[config.mk]
export PLATFORM = sky130hd
export DESIGN_NAME = aes256_key_sched_ctrl
export DESIGN_NICKNAME = d
export VERILOG_FILES = /design/src/rtl/aes256_key_sched_ctrl.sv
export SDC_FILE = /design/constraint.sdc
export NUM_CORES = 1
export LEC_CHECK = 0
export BUFFER_PORTS_ARGS = -buffer_cell sky130_fd_sc_hd__buf_2
export CORE_AREA = 5 5 264 163
export DETAILED_ROUTE_END_ITERATION = 8
export DIE_AREA = 0 0 269 168
export PLACE_DENSITY = 0.76
export SLEW_MARGIN = 20
export SYNTH_ARGS = -nofsm -noshare
export SYNTH_HDL_FRONTEND = slang
export SYNTH_HIERARCHICAL = 1
export SYNTH_SLANG_ARGS = --single-unit
[constraint.sdc]
create_clock -name clk -period 2.2 [get_ports clk]
set_input_delay 0.44 -clock clk [delete_from_list [all_inputs] [get_ports clk]]
set_output_delay 0.44 -clock clk [all_outputs]
set_load 0.01 [all_outputs]
[src/rtl/aes256_key_sched_ctrl.sv]
// Iterative AES-256 key expansion: one 32-bit schedule word per cycle, round keys rk0..rk14 out as 128-bit pulses.
// Latency: rk0 on the accepting edge, rk1 one edge later, rk_n (n>=2) at accept+4n-3; done with rk14 at accept+53.
// No backpressure: the consumer must capture on rk_valid; start is ignored while busy.
//
// Ports:
//   clk, rst          : rising-edge clock, synchronous active-high reset
//   start, key_in     : launch request and 256-bit cipher key (w0 = key_in[255:224])
//   busy, done        : run in progress; one-cycle pulse alongside rk_idx = 14
//   rk_valid/idx/data : round-key pulse, index 0..14, {w[4n], w[4n+1], w[4n+2], w[4n+3]}
//   sbox_in, sbox_out : borrowed combinational SubWord bank (4 bytes in parallel)

// Round constant lookup: index 0..6 -> 01,02,04,08,10,20,40.
module aes_rcon (
    input  logic [2:0] idx_i,
    output logic [7:0] rcon_o
);
    always_comb begin
        unique case (idx_i)
            3'd0:    rcon_o = 8'h01;
            3'd1:    rcon_o = 8'h02;
            3'd2:    rcon_o = 8'h04;
            3'd3:    rcon_o = 8'h08;
            3'd4:    rcon_o = 8'h10;
            3'd5:    rcon_o = 8'h20;
            3'd6:    rcon_o = 8'h40;
            default: rcon_o = 8'h80;
        endcase
    end
endmodule

module aes256_key_sched_ctrl (
    input  logic         clk,
    input  logic         rst,
    input  logic         start,
    input  logic [255:0] key_in,
    output logic         busy,
    output logic         done,
    output logic         rk_valid,
    output logic [3:0]   rk_idx,
    output logic [127:0] rk_data,
    output logic [31:0]  sbox_in,
    input  logic [31:0]  sbox_out
);
    typedef enum logic [1:0] {ST_IDLE, ST_EMIT1, ST_GEN} state_t;

    state_t             state_q, state_d;
    logic [7:0][31:0]   win_q, win_d;      // win[0] = w[i-8] .. win[7] = w[i-1]
    logic [5:0]         i_q, i_d;
    logic               busy_q, busy_d;
    logic               done_q, done_d;
    logic               rk_valid_q, rk_valid_d;
    logic [3:0]         rk_idx_q, rk_idx_d;
    logic [127:0]       rk_data_q, rk_data_d;

    logic [31:0]        rot_word;
    logic [31:0]        temp;
    logic [31:0]        new_word;
    logic [2:0]         rcon_idx;
    logic [7:0]         rcon;

    // i/8 runs 1..7 for the words that need a round constant
    assign rcon_idx = i_q[5:3] - 3'd1;

    aes_rcon u_rcon (
        .idx_i  (rcon_idx),
        .rcon_o (rcon)
    );

    assign rot_word = {win_q[7][23:0], win_q[7][31:24]};
    assign sbox_in  = (i_q[2:0] == 3'd0) ? rot_word : win_q[7];

    always_comb begin
        temp = win_q[7];
        if (i_q[2:0] == 3'd0) begin
            temp = sbox_out ^ {rcon, 24'h0};
        end else if (i_q[1:0] == 2'd0) begin
            temp = sbox_out;                    // i%8 == 4: extra SubWord of AES-256
        end
    end

    assign new_word = win_q[0] ^ temp;

    always_comb begin
        state_d    = state_q;
        win_d      = win_q;
        i_d        = i_q;
        busy_d     = busy_q;
        done_d     = 1'b0;
        rk_valid_d = 1'b0;
        rk_idx_d   = rk_idx_q;
        rk_data_d  = rk_data_q;

        unique case (state_q)
            ST_IDLE: begin
                // The cycle carrying done is idle but refuses start, so rk_valid
                // and done always drop for one cycle between back-to-back runs.
                if (start && !done_q) begin
                    for (int k = 0; k < 8; k++) begin
                        win_d[k] = key_in[255 - 32*k -: 32];
                    end
                    busy_d     = 1'b1;
                    rk_valid_d = 1'b1;
                    rk_idx_d   = 4'd0;
                    rk_data_d  = key_in[255:128];
                    state_d    = ST_EMIT1;
                end
            end
            ST_EMIT1: begin
                rk_valid_d = 1'b1;
                rk_idx_d   = 4'd1;
                rk_data_d  = {win_q[4], win_q[5], win_q[6], win_q[7]};
                i_d        = 6'd8;
                state_d    = ST_GEN;
            end
            ST_GEN: begin
                win_d[6:0] = win_q[7:1];
                win_d[7]   = new_word;
                i_d        = i_q + 6'd1;
                // Last word of a round key completes it: idx = (i-3)/4 = i[5:2]
                if (i_q[1:0] == 2'd3) begin
                    rk_valid_d = 1'b1;
                    rk_idx_d   = i_q[5:2];
                    rk_data_d  = {win_q[5], win_q[6], win_q[7], new_word};
                end
                if (i_q == 6'd59) begin
                    done_d  = 1'b1;
                    busy_d  = 1'b0;
                    state_d = ST_IDLE;
                end
            end
            default: state_d = ST_IDLE;
        endcase
    end

    always_ff @(posedge clk) begin
        if (rst) begin
            state_q    <= ST_IDLE;
            win_q      <= '0;
            i_q        <= 6'd0;
            busy_q     <= 1'b0;
            done_q     <= 1'b0;
            rk_valid_q <= 1'b0;
            rk_idx_q   <= 4'd0;
            rk_data_q  <= '0;
        end else begin
            state_q    <= state_d;
            win_q      <= win_d;
            i_q        <= i_d;
            busy_q     <= busy_d;
            done_q     <= done_d;
            rk_valid_q <= rk_valid_d;
            rk_idx_q   <= rk_idx_d;
            rk_data_q  <= rk_data_d;
        end
    end

    assign busy     = busy_q;
    assign done     = done_q;
    assign rk_valid = rk_valid_q;
    assign rk_idx   = rk_idx_q;
    assign rk_data  = rk_data_q;

endmodule
After elaboration in Yosys (flattened, before gate mapping)

Index checks and enable logic that the tools add are counted.

Register bits after elaboration: 399
Output and inout port bits: 167
Word-level logic and storage cells: 70

Equality and inequality tests: 13
Bitwise operators: 3
Add/sub/neg operators: 2
Multiplexer cells: 23
Reductions and logical operators: 14

Operators with widths:

| kind                | number |
|---|---|
| $pmux 256 s2        | 1 |
| $pmux 128 s3        | 1 |
| $mux 128            | 2 |
| $mux 256            | 1 |
| $mux 32             | 3 |
| $xor 32x32->32      | 2 |
| $pmux 8 s7          | 1 |
| $pmux 4 s3          | 1 |
| $pmux 6 s2          | 1 |
| $eq 3x3->1 const B  | 3 |
| $mux 4              | 2 |
| $add 6x1->6 const B | 1 |
| $eq 3x2->1 const B  | 2 |
| $eq 6x6->1 const B  | 1 |
| $logic_not 3->1     | 2 |
| $ne 2x2->1 const B  | 3 |
| $pmux 2 s3          | 1 |
| $reduce_and 3->1    | 2 |
| $mux 1              | 5 |
| $eq 2x2->1 const B  | 2 |
| $logic_not 2->1     | 2 |
| $mux 2              | 2 |
| $reduce_and 2->1    | 2 |
| $reduce_bool 2->1   | 2 |
| other kinds (10)    | 10 |

Longest topological paths before layout

Word-level depth: 8
Mapped depth: 9

Cells and area by module

The synthesis kept the hierarchy.

By module, submodules not included:

| module                | cells an instance | sequential area each (um^2) | instances | area an instance (um^2) |
|---|---|---|---|---|
| aes256_key_sched_ctrl | 2243              | 7987.7                      | 1         | 19489.9 |
| aes_rcon              | 8                 | 0.0                         | 1         | 65.1 |

Worst setup path before layout

OpenSTA, ideal clock, no wires.

Path type: register to register
Start: register i_q[3]
End: register rk_data_q[27] (netlist: rk_data[27])
Library setup time: 0.101 ns
Data required time: 2.099 ns
Arrival: 2.066 ns
Setup slack: 0.033 ns
Stages on the path, launching flop included: 10
Period minus slack after synthesis: 2.167 ns
Cell sequence: dfxtp_1 -> inv_1 -> ha_1 -> xor2_1 -> and3b_2 -> nor2b_1 -> o221ai_1 -> xnor2_1 -> a21oi_1 -> o41ai_1

Longest elaborated chain between the ends: 8
Elaborated cells between the ends (all ways): 14
Classes of those cells: add/sub (1); eq/ne (6); mux (4); bitwise (2); reduce/logical (1)

RTL lines:

| element                                  | line | source |
|---|---|---|
| start: declaration                       | 48   | `logic [5:0] i_q, i_d;` |
| start signal: assignment                 | 148  | `i_q <= i_d;` |
| $sub 3x1->3 (*)                          | 62   | `assign rcon_idx = i_q[5:3] - 3'd1;` |
| via rcon_idx[0]                          | 58   | `logic [2:0] rcon_idx;` |
| $eq 3x3->1, or another cell as far along | 18   | `unique case (idx_i)` |
| $pmux 8 s7 (*)                           | 18   |  |
| via rcon[3]                              | 59   | `logic [7:0] rcon;` |
| $xor 32x32->32 (*)                       | 75   | `temp = sbox_out ^ {rcon, 24'h0};` |
| $mux 32 (*)                              | 74   | `if (i_q[2:0] == 3'd0) begin` |
| $xor 32x32->32 (*)                       | 81   | `assign new_word = win_q[0] ^ temp;` |
| $mux 128 (*)                             | 120  | `if (i_q[1:0] == 2'd3) begin` |
| $pmux 128 s3 (*)                         | 93   | `unique case (state_q)` |
| end signal: assignment                   | 153  | `rk_data_q <= rk_data_d;` |
| end: declaration                         | 53   | `logic [127:0] rk_data_q, rk_data_d;` |

The timed path passes the listed nets; every way through them passes the cells marked *. The select of a mux whose other input is x is not followed.
A chain may end at the register's enable or synchronous reset.

Worst setup path in the final report

Start: register i_q[0]
End: output sbox_in[5]

Longest elaborated chain between the ends: 2

RTL lines:

| element          | line | source |
|---|---|---|
| $logic_not 3->1  | 70   | `assign sbox_in = (i_q[2:0] == 3'd0) ? rot_word : win_q[7];` |
| $mux 32          | 70   |  |
| end: declaration | 41   | `output logic [31:0] sbox_in,` |

Every way passes these cells.

==> impl_results.md <==
* Status: finished with violations
* Failing checks: setup timing
* Final worst-path cycle share at 108%
* Number of synthesized flops with an enable pin at 0
* Vias in the first global route at roughly 18000
* #FFs+latches synth at 399
* Floorplan row count at 57
* Die Area at 45200 um^2
* Post-synth top area share at between 40% and 50%
* Post-CTS Hold Buffers at 0
* Crit-path max FO at 8
* Nets at 2918
* Total core area at 40100 um^2
* Crit-path max cell delay at about 0.33 ns
* Slowest cell on crit path: dfxtp_2
* Global-route usage over all layers at 28.8%
* Tmin final at approximately 2.4 ns
* Top cells by area, synth: dfxtp_1 (41%), mux2i_1 (13%), a211oi_1 (9.0%)
* Path depth of the worst reg2reg path at 10
* Clk_skew at 0.0278 ns
* RSZ-0062 raised after global routing: true
* Vias post-DR at 19500
* Max Fclk at around 0.42 GHz
* DRT Wirelength at 71000 um
* Final WS setup at -0.179 ns
* Fin Hold WS at 0.168 ns
* Clock latency on the worst-skew pair at 0.55 ns
* Endpoints failing hold at 0
* Hold path depth at 3
* Register area share after synthesis at 40.8%
* Gpl congestion at 0.894
* Min-delay src: key_in[23]
* First-pass GRT wire length at 105000 um
* Port bufs at 457
* Max_slew headroom at 63.4%
* Async set-or-reset flop fraction in the synthesized netlist at 0%
* Dominant synthesized flop cell: dfxtp_1
* Die X at 269 um
* Max VDD drop at 0.800 mV
* Pin count of the biggest net entering global routing at 107
* Clock sinks at 399
* Final HPWL DP at 48300 um
* CTS tree: done
* Setup Crit Path Kind: register to output pin
* Worst reg2reg path endpoint: rk_data[27]
* Static Leak at 9.77 nW
* CP Capture Type: output pin
* Layout area overhead at 27.3%
* Final setup TNS at -4.02 ns
* Worst Path Arrival at 1.94 ns
* Starting Density at 48.8%
* Crit Reg-Reg Startpoint: i_q[3]
* Max Slew Vio Count at 0
* CTS Buffer Depth at 3
* Initial DRC count at 2245
* Fillcell total at 3313
* Drt drc at 0
* Worst-path cell chain: inv_2 -> ha_4 -> nand2b_4 -> buf_12 -> buf_16 -> mux2_4 -> buf_6
* Hold WC Path Type: input pin to register
* First drt pass iteration count at 6
* Setup crit start kind: register
* Final setup fails at 32
* Gr ovfl total at 0
* Mapped Cells at about 2300
* PwrDens at around 1300 nW/um^2
* Post-Synthesis Cell Area at 19600 um^2
* Root Buffer: clkbuf_16
* Die height at about 170 um
* Worst path bufs/invs at 4
* MaxCap Viol Count at 0
* Syn nets at around 2600
* Avg WL per Cell at 22.2 um
* DP Area at ~23000 um^2
* DR vias/cell at just over 6
* Post-synthesis cell type count at 43
* H-tree levels at 2
* Design area at roughly 25000 um^2
* Fraction of layout cells with a size suffix above 1 at around a quarter
* Synth Area per Inst at 8.69 um^2
* Initial antenna violation count at 18
* Worst Tran Pin Value at approximately 0.55 ns
* Register-to-Register Setup Slack at 0.03 ns
* Crit-path leading delay family: buffers and inverters
* CTS Buf Count at 40
* Req. time, crit path at approximately 1.8 ns
* Hold Path Sink: rot_word[31]
* Reg clk slew, reported paths at 0.07 ns
* Synth Warn # at 6
* Antenna Nets Post-Route at 0
* I/O pin cnt at 458
* Cell taking the most area after synthesis: dfxtp_1
-- worst max-delay path by stage --
| stage | startpoint | to | depth (start not counted) |
|---|---|---|---|
| 3_3_place_gp | i_q[3] | rk_data[25] | 10 |
| 5_1_grt | i_q[1] | sbox_in[5] | 7 |
| 6_report | i_q[0] | sbox_in[5] | 7 |
| 4_1_cts | i_q[0] | sbox_in[18] | 7 |
| 2_1_floorplan | i_q[3] | rk_data[27] | 9 |
| 3_5_place_dp | state_q[0] | rk_data[18] | 7 |
-- cell usage after synthesis, types with 2 or more instances --
| master | number |
|---|---|
| o221ai_1 | 8 |
| nand3_1 | 6 |
| mux2_1 | 2 |
| nand2b_1 | 12 |
| inv_1 | 8 |
| nor2b_1 | 10 |
| mux2i_1 | 258 |
| a21oi_1 | 136 |
| buf_2 | 103 |
| nand2_1 | 266 |
| buf_6 | 2 |
| buf_4 | 3 |
| o41ai_1 | 8 |
| nand3b_1 | 8 |
| buf_1 | 14 |
| dfxtp_1 | 399 |
| a2111oi_0 | 18 |
| xnor2_1 | 34 |
| ha_1 | 9 |
| and3b_2 | 3 |
| nor2_1 | 298 |
| a2111oi_1 | 6 |
| clkbuf_1 | 106 |
| nor3_1 | 26 |
| nand4b_1 | 8 |
| mux2_2 | 30 |
| o211ai_1 | 97 |
| a311oi_1 | 24 |
| nor3b_1 | 3 |
| a211oi_1 | 234 |
| a22oi_1 | 99 |
| nand4_1 | 2 |
-- cell usage in the layout (no fill, tap or decap), types with 32 or more instances in the layout --
| cell | instances |
|---|---|
| xnor2_1 | 32 |
| buf_4 | 48 |
| buf_6 | 34 |
| buf_2 | 424 |
| o211ai_1 | 97 |
| mux2_4 | 32 |
| nor2_1 | 298 |
| a21oi_1 | 134 |
| buf_12 | 37 |
| dfxtp_1 | 395 |
| a22oi_1 | 99 |
| a211oi_1 | 232 |
| mux2i_1 | 258 |
| nand2_1 | 265 |
| clkbuf_16 | 45 |
-- metrics by stage --
stage                     power (mW)  setup WS (ns)  instances  util, %
after floorplan                 19.6         0.0331       2251        -
after global routing            34.9         -0.225       3194     62.1
after global placement          24.3         0.0635       3085     56.4
after CTS                       32.4         -0.181       3168     61.2
final                           33.0         -0.179       3194     62.1
after detailed placement        24.7        -0.0754       3085     56.4
-- state kept, by name (all words and copies together) (netlist names) --
name and cells:
win_q 224, rk_data 128, rot_word 32, i_q 6
rk_idx 4, state_q 2, busy 1, done 1
rk_valid 1
-- metal layers --
layer  routed length (um)  share of wire (%)  GRT usage [%]
met5                   27              0.038              0
met1                29400                 41           38.1
met3                 5900                8.3           5.37
met4                 3140                4.4           12.0
met2                32600                 46           46.3
-- area by class of cell --
| cell class | instances | area, um^2 | area share, % |
|---|---|---|---|
| clock inverter | 12 | 146 | 0.588 |
| antenna | 15 | 37.5 | 0.151 |
| sequential | 399 | 7990 | 32.1 |
| clock buffer | 60 | 1210 | 4.85 |
| tap | 531 | 664 | 2.67 |
| inverter | 9 | 36.3 | 0.146 |
| multi-input combinational | 1615 | 11000 | 44.0 |
| timing repair buffer | 553 | 3860 | 15.5 |
-- power breakdown --
part,switching [mW],leakage [nW],internal [mW]
sequential,1.91,3.30,9.46
combinational,8.44,5.79,6.09
clock,2.98,0.673,4.16
-- timing repair --
item,CTS,global route
buffers inserted,8,9
endpoints found under the hold margin,0,0
setup endpoints to repair,42,89
resized for setup,85,51
gates cloned,3,4
pin swaps,9,28
-- cells by family (layout without fill, tap and decap cells) --
group | count (synthesis) | after routing | share of synthesized area [%]
multiplexers | 290 | 290 | 15.0
other | 0 | 15 | 0
buffers and inverters | 237 | 634 | 5.34
adder cells (fa/ha/maj) | 9 | 9 | 0.576
AND/OR/NAND/NOR | 647 | 647 | 13.6
flip-flops | 399 | 399 | 40.8
XOR/XNOR | 35 | 35 | 1.57
AO/OA/AOI/OAI | 634 | 634 | 23.1
-- worst reg2reg max path: stages (launching register included) --
cell	delay (ns)
dfxtp_2	0.33
inv_2	0.06
ha_2	0.17
xor2_1	0.15
buf_4	0.22
and3b_2	0.24
nor2b_1	0.13
o221ai_1	0.22
xnor2_1	0.18
a21oi_1	0.10
o41ai_1	0.28
No activity file was read; power rests on OpenSTA's default activity.
